$ cat config.mk
export PLATFORM = sky130hd
export DESIGN_NAME = fetch_aligner_flat
export DESIGN_NICKNAME = d
export VERILOG_FILES = /design/src/rtl/fetch_aligner_pkg.sv /design/src/rtl/fetch_aligner_if.sv /design/src/rtl/fetch_aligner_halfword_queue.sv /design/src/rtl/fetch_aligner.sv /design/src/flat_wrapper.sv
export SDC_FILE = /design/constraint.sdc
export NUM_CORES = 1
export LEC_CHECK = 0
export CAP_MARGIN = 30
export CORE_ASPECT_RATIO = 1.75
export CORE_MARGIN = 2
export CORE_UTILIZATION = 53
export CTS_CLUSTER_SIZE = 14
export DETAILED_ROUTE_END_ITERATION = 6
export PLACE_DENSITY = 0.87
export SYNTH_ARGS = -nofsm -noshare
export SYNTH_HDL_FRONTEND = slang
export SYNTH_SLANG_ARGS = --single-unit
$ cat constraint.sdc
create_clock -name clk -period 10.5 [get_ports clk]
set_input_delay 2.1 -clock clk [delete_from_list [all_inputs] [get_ports clk]]
set_output_delay 2.1 -clock clk [all_outputs]
set_load 0.03 [all_outputs]
$ cat src/rtl/fetch_aligner_pkg.sv
// Shared types and constants for the fetch aligner.
// Latency: n/a. Backpressure: n/a.
package fetch_aligner_pkg;

    localparam int FETCH_ALIGNER_QUEUE_DEPTH = 4;
    localparam int FA_VADDR_WIDTH            = 32;
    localparam int FA_LINE_WIDTH             = 128;

    typedef logic [15:0] halfword_t;

    typedef enum logic [1:0] {
        RUN,
        FAULT,
        HALT
    } aligner_state_e;

    typedef struct packed {
        logic [FA_VADDR_WIDTH-1:0] pc;
        logic [FA_LINE_WIDTH-1:0]  line;
        logic                      fault;
    } fetch_packet_t;

endpackage

$ cat src/rtl/fetch_aligner_if.sv
// Fetch-side and decode-side buses of the fetch aligner.
// Latency: n/a. Backpressure: in_stall towards fetch, out_stall from decode.
interface fetch_aligner_if #(
    parameter int LINE_WIDTH  = 128,
    parameter int VADDR_WIDTH = 32
);
    logic                   in_valid;
    logic                   in_fault;
    logic [VADDR_WIDTH-1:0] in_pc;
    logic [LINE_WIDTH-1:0]  in_line;
    logic                   in_stall;
    logic                   out_valid;
    logic [31:0]            out_insn;
    logic [VADDR_WIDTH-1:0] out_pc;
    logic                   out_compressed;
    logic                   out_fault;
    logic                   out_stall;

    modport master (
        output in_valid, in_fault, in_pc, in_line, out_stall,
        input  in_stall, out_valid, out_insn, out_pc, out_compressed, out_fault
    );

    modport slave (
        input  in_valid, in_fault, in_pc, in_line, out_stall,
        output in_stall, out_valid, out_insn, out_pc, out_compressed, out_fault
    );
endinterface

$ cat src/rtl/fetch_aligner_halfword_queue.sv
// Shift queue of halfwords: push 0..2 at the tail, pop 0..2 from the head per cycle.
// Latency: 1 cycle push-to-head. Backpressure: none; caller guarantees no overflow/underflow.
module fetch_aligner_halfword_queue
    import fetch_aligner_pkg::*;
#(
    parameter int DEPTH = FETCH_ALIGNER_QUEUE_DEPTH
) (
    input  logic                 clk,
    input  logic                 rst_n,
    input  logic                 clr_i,
    input  logic [1:0]           push_cnt_i,
    input  halfword_t [1:0]      push_dat_i,
    input  logic [1:0]           pop_cnt_i,
    output halfword_t [1:0]      head_o,
    output logic [2:0]           count_o
);

    halfword_t [DEPTH-1:0] q_q, q_d;
    logic [2:0]            count_q, count_d;

    always_comb begin
        int src;
        int slot;
        src     = 0;
        slot    = 0;
        q_d     = q_q;
        count_d = count_q - {1'b0, pop_cnt_i} + {1'b0, push_cnt_i};
        for (int i = 0; i < DEPTH; i++) begin
            // Surviving entries slide down by the pop amount; pushes land right behind them.
            src  = i + int'(pop_cnt_i);
            slot = i - (int'(count_q) - int'(pop_cnt_i));
            if (src < int'(count_q)) begin
                q_d[i] = q_q[src[1:0]];
            end else if (slot >= 0 && slot < int'(push_cnt_i)) begin
                q_d[i] = push_dat_i[slot[0]];
            end
        end
        if (clr_i) begin
            count_d = '0;
        end
    end

    always_ff @(posedge clk or negedge rst_n) begin
        if (!rst_n) begin
            q_q     <= '0;
            count_q <= '0;
        end else begin
            q_q     <= q_d;
            count_q <= count_d;
        end
    end

    assign head_o  = q_q[1:0];
    assign count_o = count_q;

endmodule

$ cat src/rtl/fetch_aligner.sv
// Realigns fetch packets into one 16/32-bit instruction per cycle; RVC via RAFI_FETCH_ALIGNER_RVC_EN.
// Latency: 1 cycle packet-to-output. Backpressure: in_stall from registers only (count>2 or not RUN).
module fetch_aligner
    import fetch_aligner_pkg::*;
#(
    parameter int LINE_WIDTH  = 128,
    parameter int VADDR_WIDTH = 32,
    parameter int QUEUE_DEPTH = FETCH_ALIGNER_QUEUE_DEPTH
) (
    input  logic          clk,
    input  logic          rst_n,
    input  logic          flush,
    fetch_aligner_if.slave bus
);

    localparam int OFF_W = $clog2(LINE_WIDTH / 8);

    aligner_state_e         state_q, state_d;
    logic [VADDR_WIDTH-1:0] head_pc_q, head_pc_d;
    logic [VADDR_WIDTH-1:0] fault_pc_q, fault_pc_d;

    logic [2:0]       count;
    halfword_t [1:0]  head;
    halfword_t [1:0]  push_dat;
    logic [1:0]       push_cnt, pop_cnt;
    logic             clr;
    logic [31:0]      word;
    logic             compressed, complete, misaligned, accept;

    assign word = bus.in_line[{bus.in_pc[OFF_W-1:2], 5'b0} +: 32];

`ifdef RAFI_FETCH_ALIGNER_RVC_EN
    assign compressed = (head[0][1:0] != 2'b11);
    assign misaligned = 1'b0;
`else
    assign compressed = 1'b0;
    assign misaligned = bus.in_pc[1];
`endif

    assign complete     = ((count >= 3'd1) & compressed) | (count >= 3'd2);
    assign bus.in_stall = (count > 3'd2) | (state_q != RUN);
    assign accept       = bus.in_valid & ~bus.in_stall & ~flush;

    always_comb begin
        state_d            = state_q;
        head_pc_d          = head_pc_q;
        fault_pc_d         = fault_pc_q;
        bus.out_valid      = 1'b0;
        bus.out_fault      = 1'b0;
        bus.out_pc         = head_pc_q;
        bus.out_insn       = compressed ? {16'h0, head[0]} : {head[1], head[0]};
        bus.out_compressed = 1'b0;
        pop_cnt            = 2'd0;
        push_cnt           = 2'd0;
        push_dat           = {word[31:16], word[31:16]};
        clr                = 1'b0;

        unique case (state_q)
            RUN: bus.out_valid = complete;
            FAULT: begin
                // Whole instructions ahead of the fault retire first; a dangling
                // 32-bit low half reports the fault under its own pc.
                bus.out_valid = 1'b1;
                bus.out_fault = ~complete;
                if (~complete && count == 3'd0) begin
                    bus.out_pc = fault_pc_q;
                end
            end
            default: ;
        endcase

        if (flush) begin
            bus.out_valid = 1'b0;
        end
        bus.out_compressed = bus.out_valid & ~bus.out_fault & compressed;

        if (bus.out_valid && !bus.out_stall) begin
            if (bus.out_fault) begin
                state_d = HALT;
                clr     = 1'b1;
            end else begin
                pop_cnt   = compressed ? 2'd1 : 2'd2;
                head_pc_d = head_pc_q + (compressed ? VADDR_WIDTH'(2) : VADDR_WIDTH'(4));
            end
        end

        if (accept) begin
            if (bus.in_fault || misaligned) begin
                state_d    = FAULT;
                fault_pc_d = bus.in_pc;
            end else begin
                push_cnt = bus.in_pc[1] ? 2'd1 : 2'd2;
                push_dat = bus.in_pc[1] ? {word[31:16], word[31:16]} : {word[31:16], word[15:0]};
                if (count == {1'b0, pop_cnt}) begin
                    head_pc_d = bus.in_pc;
                end
            end
        end

        if (flush) begin
            state_d = RUN;
            clr     = 1'b1;
        end
    end

    always_ff @(posedge clk or negedge rst_n) begin
        if (!rst_n) begin
            state_q    <= RUN;
            head_pc_q  <= '0;
            fault_pc_q <= '0;
        end else begin
            state_q    <= state_d;
            head_pc_q  <= head_pc_d;
            fault_pc_q <= fault_pc_d;
        end
    end

    fetch_aligner_halfword_queue #(
        .DEPTH (QUEUE_DEPTH)
    ) u_queue (
        .clk        (clk),
        .rst_n      (rst_n),
        .clr_i      (clr),
        .push_cnt_i (push_cnt),
        .push_dat_i (push_dat),
        .pop_cnt_i  (pop_cnt),
        .head_o     (head),
        .count_o    (count)
    );

`ifndef SYNTHESIS
    // Fetch must deliver packets that continue exactly where the queue tail ends.
    a_contiguous: assert property (@(posedge clk) disable iff (!rst_n)
        (accept && count != 3'd0) |-> (bus.in_pc == head_pc_q + VADDR_WIDTH'({count, 1'b0})));
`endif

endmodule

$ cat src/flat_wrapper.sv
// flat-port wrapper written by rule: the top's interface ports become plain ports
module fetch_aligner_flat import fetch_aligner_pkg::*;
#(
    parameter int LINE_WIDTH  = 128,
    parameter int VADDR_WIDTH = 32,
    parameter int QUEUE_DEPTH = FETCH_ALIGNER_QUEUE_DEPTH
)
  (clk, rst_n, flush, bus_in_valid, bus_in_fault, bus_in_pc, bus_in_line, bus_out_stall, bus_in_stall, bus_out_valid, bus_out_insn, bus_out_pc, bus_out_compressed, bus_out_fault);
  fetch_aligner_if #(.LINE_WIDTH(LINE_WIDTH), .VADDR_WIDTH(VADDR_WIDTH)) bus_i ();
  input  logic clk;
  input  logic rst_n;
  input  logic flush;
  input wire logic [$bits(bus_i.in_valid)-1:0] bus_in_valid;
  input wire logic [$bits(bus_i.in_fault)-1:0] bus_in_fault;
  input wire logic [$bits(bus_i.in_pc)-1:0] bus_in_pc;
  input wire logic [$bits(bus_i.in_line)-1:0] bus_in_line;
  input wire logic [$bits(bus_i.out_stall)-1:0] bus_out_stall;
  output wire logic [$bits(bus_i.in_stall)-1:0] bus_in_stall;
  output wire logic [$bits(bus_i.out_valid)-1:0] bus_out_valid;
  output wire logic [$bits(bus_i.out_insn)-1:0] bus_out_insn;
  output wire logic [$bits(bus_i.out_pc)-1:0] bus_out_pc;
  output wire logic [$bits(bus_i.out_compressed)-1:0] bus_out_compressed;
  output wire logic [$bits(bus_i.out_fault)-1:0] bus_out_fault;
  assign bus_i.in_valid = bus_in_valid;
  assign bus_i.in_fault = bus_in_fault;
  assign bus_i.in_pc = bus_in_pc;
  assign bus_i.in_line = bus_in_line;
  assign bus_i.out_stall = bus_out_stall;
  assign bus_in_stall = bus_i.in_stall;
  assign bus_out_valid = bus_i.out_valid;
  assign bus_out_insn = bus_i.out_insn;
  assign bus_out_pc = bus_i.out_pc;
  assign bus_out_compressed = bus_i.out_compressed;
  assign bus_out_fault = bus_i.out_fault;
  fetch_aligner #(.LINE_WIDTH(LINE_WIDTH), .VADDR_WIDTH(VADDR_WIDTH), .QUEUE_DEPTH(QUEUE_DEPTH)) u_core (.clk(clk), .rst_n(rst_n), .flush(flush), .bus(bus_i));
endmodule
==> key figures <==
STA
  • Setup TNS: 0 ns
  • Slew headroom: 0.405
  • Smallest hold slack: 0.492 ns
  • Hold Fails Final Rpt: 0
  • Final worst-path setup slack: 4.38 ns
  • Period utilisation layout: 0.582
  • Finish-stage setup viols: 0
  • FMAX: 164 MHz
  • Clk_skew: 0.0131 ns
  • Slew Viols, Final: 0
  • Unrepaired setup endpoints after global routing: false
  • Minimum clock period: 6.12 ns
  • Least-Margin Pin Slew: 0.893 ns

Power
  • Power Dens Cells: 274 mW/mm²
  • Leak Pwr: 4.65 nW
  • Worst vdd ir: 0.000119 V

Drt
  • Via count: 6,925
  • Starting DRT DRC Count: 411
  • Drt wl/cell: 19.9 µm
  • Post-route ant nets: 0
  • Routed wire length: 23.2 mm
  • DR vias/cell: 5.95
  • First drt pass iteration count: 5
  • Drt drc: 0

Synthesis
  • Main synth FF type: dfrtp_1
  • Syn_area_per_cell: 10.8 µm²
  • Post-synth EDFFs: 0
  • Netlist cell types: 58
  • Post-synthesis cell area: 0.00836 mm²
  • Yosys Warn Count: 0
  • Sequential area share after synthesis: 0.398
  • Mapped Cells: 778
  • #FFs+latches synth: 133
  • Share of synthesized registers carrying an async set or reset: 1.00

Clock network
  • Inserted Clock Buffers: 17
  • Clk root buf: clkbuf_16
  • Clock-pin slew on the worst setup and hold paths: 0.06 ns
  • CTS tree: built
  • Post-CTS Setup Inserts: 0
  • Sinks on Clock Net: 133
  • Maximum root-to-sink buffer count: 2
  • H-Tree Depth: 4
  • Hold-fix buffers at CTS: 0
  • Clock Latency Late Sink: 0.42 ns
  • PostCTS Resize Cnt: 0

Critical path
  • Delay of the slowest cell on the worst path: 0.65 ns
  • Worst path slowest cell: inv_1
  • Critical-path cell list: clkdlybuf4s50_1, nor3_2, o21ai_2, inv_1, ha_1, inv_1, fa_1, nor2_1, nand3_1, a21oi_2, nor2_1, buf_6, a221o_1
  • Setup crit end kind: flip-flop
  • Crit path max fanout: 24
  • Data required, critical path: 10.80 ns
  • WP data arrival: 6.42 ns
  • Type of the worst setup path: in -> reg
  • Setup crit start kind: primary input

Global routing
  • First-pass GRT wire length: 37.3 mm
  • GR Layer Usage met3: 0.0587
  • GR peak layer: met2
  • Initial antenna violation count: 0
  • Largest net degree at the start of global routing: 72
  • GR met2 Demand/Resource: 0.518
  • Met1 Track Usage GR: 0.316
  • Number of global-route vias before repair: 7,334
  • Total congestion overflow: 0
  • Tot GR Track Use: 0.281

Final layout
  • N_diodes: 0
  • Non-Filler Instances: 1,164
  • FF+latch area: 0.00333 mm²
  • P&R area growth vs syn: 34.0%
  • Multi-input combinational cell area: 0.00444 mm²
  • Final net count: 1,154
  • Fill count: 1,046
  • Layout cells sized above 1: 0.169

Place
  • Post-DP HPWL: 17.3 mm
  • Placed cells: 1,132
  • GPL Wtd Cong: 0.932
  • Pre-CTS WS: 4.02 ns
  • PortBufs: 232

Worst hold path
  • Hold Path Class: reg -> reg

Die
  • FP Rows: 60
  • # IOs: 234
  • Core box area: 0.0154 mm²
  • Die area: 0.0168 mm²
  • Initial Util: 0.543
  • Die Height: 170 µm
  • Die W: 99.0 µm

Run
  • Max-cap violations: 0

Outcome
  • Outcome: completed
[power by group]
part           switching [mW]  internal, mW
Clock                   0.234         0.375
Combinational           0.790         0.698
Sequential              0.215         0.759
Total                    1.24          1.83
[cells by family after synthesis]
kind of cell    synth area share
fa+ha+maj                 0.0389
mux                        0.210
simple gates               0.129
flops                      0.398
xor+xnor                  0.0335
compound gates             0.118
other cells             0.000448
buf+inv                   0.0727
[area by class of cell]
type / instances / area share
clock buffer: 18 / 0.0383
clock inverter: 14 / 0.0156
inverter: 38 / 0.0127
multi-input combinational: 528 / 0.396
sequential: 133 / 0.297
tap: 186 / 0.0208
timing repair buffer: 247 / 0.219
[registers in the layout, summed over array words and instances (netlist names)]
register,count
u_core.fault_pc_q,32
u_core.head_pc_q,32
u_core.state_q,2
u_core.u_queue.count_o,3
u_core.u_queue.head_o,32
u_core.u_queue.q_q,32
[synthesized netlist by cell type (18+ instances only)]
library cell,instances,area [µm²]
mux2_2,68,766
ha_1,18,225
inv_1,37,139
dfrtp_1,133,3330
xnor2_1,24,210
clkbuf_1,28,105
a21oi_1,34,170
nor2_1,79,297
nand2_1,36,135
mux4_2,32,721
buf_4,35,263
nand3_1,24,120
[placed cells by master (no fill, tap or decap), types with 6 or more instances in the layout]
cell,Yosys,routed
nand4_1,6,6
a21oi_1,34,34
o2bb2ai_1,16,16
nor2_1,79,78
xor2_1,8,8
and2_1,13,13
and2_0,6,6
nand2_1,36,36
nand3_1,24,24
a221o_1,16,16
o211ai_1,15,15
xnor2_1,24,24
mux2i_1,17,17
a221oi_1,16,16
clkdlybuf4s50_1,0,230
mux4_2,32,32
clkbuf_16,0,17
o21ai_0,7,7
ha_1,18,18
inv_1,37,37
mux2_1,9,9
buf_4,35,12
dfrtp_1,133,133
a22oi_1,16,16
mux2_2,68,68
nor4_1,11,11
and3_1,6,6
[final timing paths]
path | startpoint | to | slack [ns] | cells past startpoint
setup / recovery | flush | u_core.u_queue.head_o[11]$_DFFE_PN0P_ | 4.38 | 13
hold / removal | u_core.head_pc_q[1]$_DFFE_PN0P_ | u_core.head_pc_q[1]$_DFFE_PN0P_ | 0.49 | 1
setup reg to reg | u_core.state_q[1]$_DFF_PN0_ | u_core.u_queue.head_o[11]$_DFFE_PN0P_ | 6.15 | 12
hold reg to reg | u_core.head_pc_q[1]$_DFFE_PN0P_ | u_core.head_pc_q[1]$_DFFE_PN0P_ | 0.49 | 1
max in group asynchronous | rst_n | u_core.u_queue.head_o[10]$_DFFE_PN0P_ | 7.51 | 2
min in group asynchronous | rst_n | u_core.head_pc_q[25]$_DFF_PN0_ | 1.65 | 1
[per-stage QoR]
step / utilization / cell area (µm²) / power [mW]
2_1_floorplan: - / 8370 / 1.95
3_3_place_gp: 0.686 / 10600 / 2.39
3_5_place_dp: 0.689 / 10600 / 2.45
4_1_cts: 0.728 / 11200 / 3.08
5_1_grt: 0.728 / 11200 / 3.24
6_report: 0.728 / 11200 / 3.07
[per-layer routing]
layer | up-vias | part of all wire
met3 | 52 | 0.057
met1 | 3403 | 0.36
met4 | 0 | 0.027
met2 | 298 | 0.56
li1 | 3172 | -
met5 | - | 0
[worst max-delay path, delay by kind of cell]
family	cells	cell delay, ns
buffers and inverters	4	1.52
AO/OA/AOI/OAI	3	1.07
AND/OR/NAND/NOR	4	0.93
adder cells (fa/ha/maj)	2	0.79
No activity file was read; power rests on OpenSTA's default activity.
==> RTL edit 1 (same flow settings) <==
`VADDR_WIDTH` is set to 32 in 3 places; all go to 28.
--- a/src/rtl/fetch_aligner_if.sv
+++ b/src/rtl/fetch_aligner_if.sv
@@ -4,3 +4,3 @@
     parameter int LINE_WIDTH  = 128,
-    parameter int VADDR_WIDTH = 32
+    parameter int VADDR_WIDTH = 28
 );
--- a/src/rtl/fetch_aligner.sv
+++ b/src/rtl/fetch_aligner.sv
@@ -6,3 +6,3 @@
     parameter int LINE_WIDTH  = 128,
-    parameter int VADDR_WIDTH = 32,
+    parameter int VADDR_WIDTH = 28,
     parameter int QUEUE_DEPTH = FETCH_ALIGNER_QUEUE_DEPTH
--- a/src/flat_wrapper.sv
+++ b/src/flat_wrapper.sv
@@ -4,3 +4,3 @@
     parameter int LINE_WIDTH  = 128,
-    parameter int VADDR_WIDTH = 32,
+    parameter int VADDR_WIDTH = 28,
     parameter int QUEUE_DEPTH = FETCH_ALIGNER_QUEUE_DEPTH
Interface: changed (resized bus_in_pc and bus_out_pc); port bits go from 234 to 226. No check against the original RTL was run, so the function may have changed too.
==> RTL edit 1 against the unedited design <==
- hold slack got worse by 0.0025 ns
- cell area decreased by 6.7%
- worst setup slack improved by 0.21 ns
- critical path type is now input pin to output port
- synthesized area decreased by 6.9%
- cell count decreased by 6.4%
- sequential cell count decreased by 8
- routed wire length increased by 3.4%
- total power decreased by 6.3%
==> RTL edit 1: results (changes against the unedited design) <==
- Status: finished clean
- The adder and majority gate portion of the synthesized area is 4.179% (+0.29 points).
- The number of antenna violations at the first check in global routing is 1 (+1).
- Minimum setup slack among reg-to-reg paths: 6.68 ns (+0.53 ns)
- Layout Skew: 0.009818 ns (-0.003303 ns)
* Final total power: 2877 uW (-6.3%)
- The area of placed instances was 9908 um2 (-6.6%).
- Internal power: 1682 uW (-8.2%)
- The half-perimeter wire length of the detailed placement result is 17.57 mm (+1.8%).
* Proportion of layout cells with a drive suffix above 1: 17.60% (+0.73 points)
* Sequential share of power: 31.8% (about the same)
* Post-Synth XOR/XNOR Area: 3.263% (-0.088 points)
- WL final: 23.96 mm (+3.4%)
- Cell types occupying the most area after synthesis: sky130_fd_sc_hd__dfrtp_1 40%, sky130_fd_sc_hd__mux2_2 9.5%, sky130_fd_sc_hd__mux4_2 9.3%, sky130_fd_sc_hd__mux2i_1 4.1%, sky130_fd_sc_hd__a21oi_1 3.7%
- The number of filler cells placed in the layout was 981 (-6.2%).
* Global-route met3 utilization: 9.587% (+3.7 points)
- Share of synthesized area occupied by flip-flops and latches: 40.18% (+0.39 points)
- Worst-case vdd ir drop: 0.0002034 V (+72%)
* Number of vias in the routed layout: 6,630 (-4.3%)
* Worst min-delay path endpoint: u_core.fault_pc_q[26]
- First-pass GRT wire length: 36.50 mm (-2.0%)
- The compound-cell area share of the yosys netlist is 12.62% (+0.83 points).
- Data arrival time at the worst-slack endpoint: 3.81 ns (-2.61 ns)
* Non-filler cells, final: 1,089 (-6.4%)
- Total global-route track usage: 30.98% (+2.8 points)
* Slowest cell on the critical path: sky130_fd_sc_hd__clkdlybuf4s50_1
- The total instance count after detailed placement was 1,057 (-6.6%).
[RTL edit 1: cell count changes after synthesis, sizes merged, moves of 10 or more]
cell and delta:
and2 -17, nor2 -23, inv -20, o211ai -14, mux2i +15, o22ai +32
clkbuf -10, a21oi +24, a221o -16, a221oi -16, o21ai +12, nand3 -13
[RTL edit 1: how the worst max path moves through the flow]
stage                          to  depth (start not counted)
finish              bus_out_valid                          4
global route        bus_out_valid                          4
CTS                 bus_out_valid                          4
detailed placement  bus_out_valid                          4
global placement    bus_out_valid                          4
floorplan           bus_out_valid                          2
[RTL edit 1: area by class of cell]
class	instances	share of cell area, %
clock inverter	12	0.8617
timing repair buffer	237	22.46
clock buffer	20	4.368
multi-input combinational	496	39.55
inverter	19	0.6821
sequential	125	29.92
tap	180	2.154
[RTL edit 1: metal layers]
metal  wire length (um)  vias up
li1                   -     2954
met1               7654     3215
met2              12050      368
met3               2456       91
met4               1779        2
met5                 14        -
==> RTL edit 2 (same settings) <==
Made on the original files. Encoding of `aligner_state_e`: now one-hot (3 bits for 3 states).
--- a/src/rtl/fetch_aligner_pkg.sv
+++ b/src/rtl/fetch_aligner_pkg.sv
@@ -10,6 +10,6 @@
 
-    typedef enum logic [1:0] {
-        RUN,
-        FAULT,
-        HALT
+    typedef enum logic [2:0] {
+        RUN   = 3'b001,
+        FAULT = 3'b010,
+        HALT  = 3'b100
     } aligner_state_e;
Check against the original RTL: same outputs for any inputs over 4 cycles, from zero or initial values and one cycle with rst_n low; so few cycles prove little.
==> RTL edit 2 against the unedited design <==
- worst setup slack gained 0.027 ns
- synthesized area shrank 0.12%
- total power shrank 5.2%
- count of clock-buffer cells in the layout grew 1
- sequential cell count grew 1
- sequential power grew 0.7%
- routed wire length grew 14%
- non-clock buffer count grew 2
- cell count shrank 2.0%
- cell area grew 0.58%
==> RTL edit 2: results (changes against the unedited design) <==
- Worst-case vdd ir drop: 0.0001745 V (+47%)
- The area of placed instances was 10,630 um2 (+0.26%).
- Final estimated routing congestion in global placement: 0.9471 (+1.6%)
* Leakage component of the power: 0.004659 uW (+0.27%)
* Pin count of the biggest net entering global routing: 80 (+11%)
- Data arrival time at the worst-slack endpoint: 3.99 ns (-2.43 ns)
- The post-synthesis cell type count came to 48 (-17%).
* WL final: 26.40 mm (+14%)
- The average wire length per cell after detail routing is 23.13 um (+16%).
* Via count of the first global-routing pass: 7,352 (+0.25%)
- The worst-case headroom to the max-slew limit was 33.16% (-7.3 points).
* Mean number of vias per cell: 6.119 (+2.9%)
- In this run the most critical hold path is launched from u_core.fault_pc_q[1].
- Commonest cells in the netlist: 133 x sky130_fd_sc_hd__dfrtp_1, 65 x sky130_fd_sc_hd__mux2i_1, 64 x sky130_fd_sc_hd__nand2_1
- Share of synthesized area occupied by flip-flops and latches: 40.15% (+0.36 points)
- R2R Path Start: u_core.u_queue.count_o[2]
- Pre-CTS setup slack: 4.105 ns (+0.08846 ns)
- Placed wire-length estimate after detailed placement: 19.58 mm (+13%)
* Cell types occupying the most area after synthesis: sky130_fd_sc_hd__dfrtp_1 40%, sky130_fd_sc_hd__mux4_2 8.6%, sky130_fd_sc_hd__mux2_2 8.5%, sky130_fd_sc_hd__mux2i_1 7.8%, sky130_fd_sc_hd__buf_4 3.0%
- Layout Skew: 0.008909 ns (-0.004212 ns)
- Slowest cell on the critical path: sky130_fd_sc_hd__clkdlybuf4s50_1
- Cell total after placement: 1,108 (-2.1%)
* First-pass GRT wire length: 40.04 mm (+7.5%)
- Mapped Avg Cell Area: 11.07 um2 (+2.9%)
* Proportion of layout cells with a drive suffix above 1: 17.38% (+0.51 points)
- The count of TritonRoute iterations in the first routing pass is 6 (+1).
- Largest stage delay on the critical path: 0.73 ns (+0.08 ns)
- The maximum clock path buffer count was 2 (unchanged).
* Total global-route track usage: 31.22% (+3.1 points)
- The flow ran to the end, and the final reports show no timing, DRC or antenna violations.
-- RTL edit 2: cell count changes after synthesis, sizes merged, moves of 17 or more --
cell and delta:
inv -20, o21ai +41, nor2 -63, a21oi -17, and2 -19, mux2i +48, nor3 +25, nand2 +27
-- RTL edit 2: where the power goes --
| group | switching, uW | total (uW) | internal, uW |
|---|---|---|---|
| registers | 218 | 981 | 763 |
| clock network | 240 | 623 | 383 |
| logic | 691 | 1310 | 619 |
| total | 1150 | 2910 | 1770 |
-- RTL edit 2: final timing paths --
check	endpoint	slack, ns	cells after the start
max in group asynchronous	u_core.head_pc_q[6]	7.89	3
min in group asynchronous	u_core.u_queue.head_o[7]	1.63	1
worst min-delay path	u_core.fault_pc_q[1]	0.50	1
worst max-delay path	bus_out_valid	4.41	4
worst max register to register	u_core.u_queue.q_q[54]	6.06	15
worst min register to register	u_core.fault_pc_q[1]	0.50	1
-- RTL edit 2: cell type report --
type	instances	share of cell area (%)
repair buffers	249	22.20
clock inverters	13	1.521
multi-input cells	522	39.93
clock buffers	19	3.929
well taps	186	2.064
flip-flops and latches	134	29.76
inverters	18	0.5993
-- RTL edit 2: cells by family after synthesis --
| logic type | after synthesis | share of synthesized area (%) |
|---|---|---|
| AO/OA/AOI/OAI | 109 | 8.537 |
| XOR/XNOR | 33 | 3.460 |
| adder cells (fa/ha/maj) | 23 | 3.894 |
| buffers and inverters | 101 | 6.710 |
| flip-flops | 134 | 40.15 |
| multiplexers | 160 | 24.91 |
| other | 1 | 0.04489 |
| AND/OR/NAND/NOR | 194 | 12.30 |
-- RTL edit 2: per-layer routing --
layer	global-route usage, %	vias up	part of all wire (%)
met5	0	-	0
met4	16.97	0	5.2
met3	8.953	80	8.6
met2	57.46	372	54
met1	30.94	3431	33
li1	-	3099	-
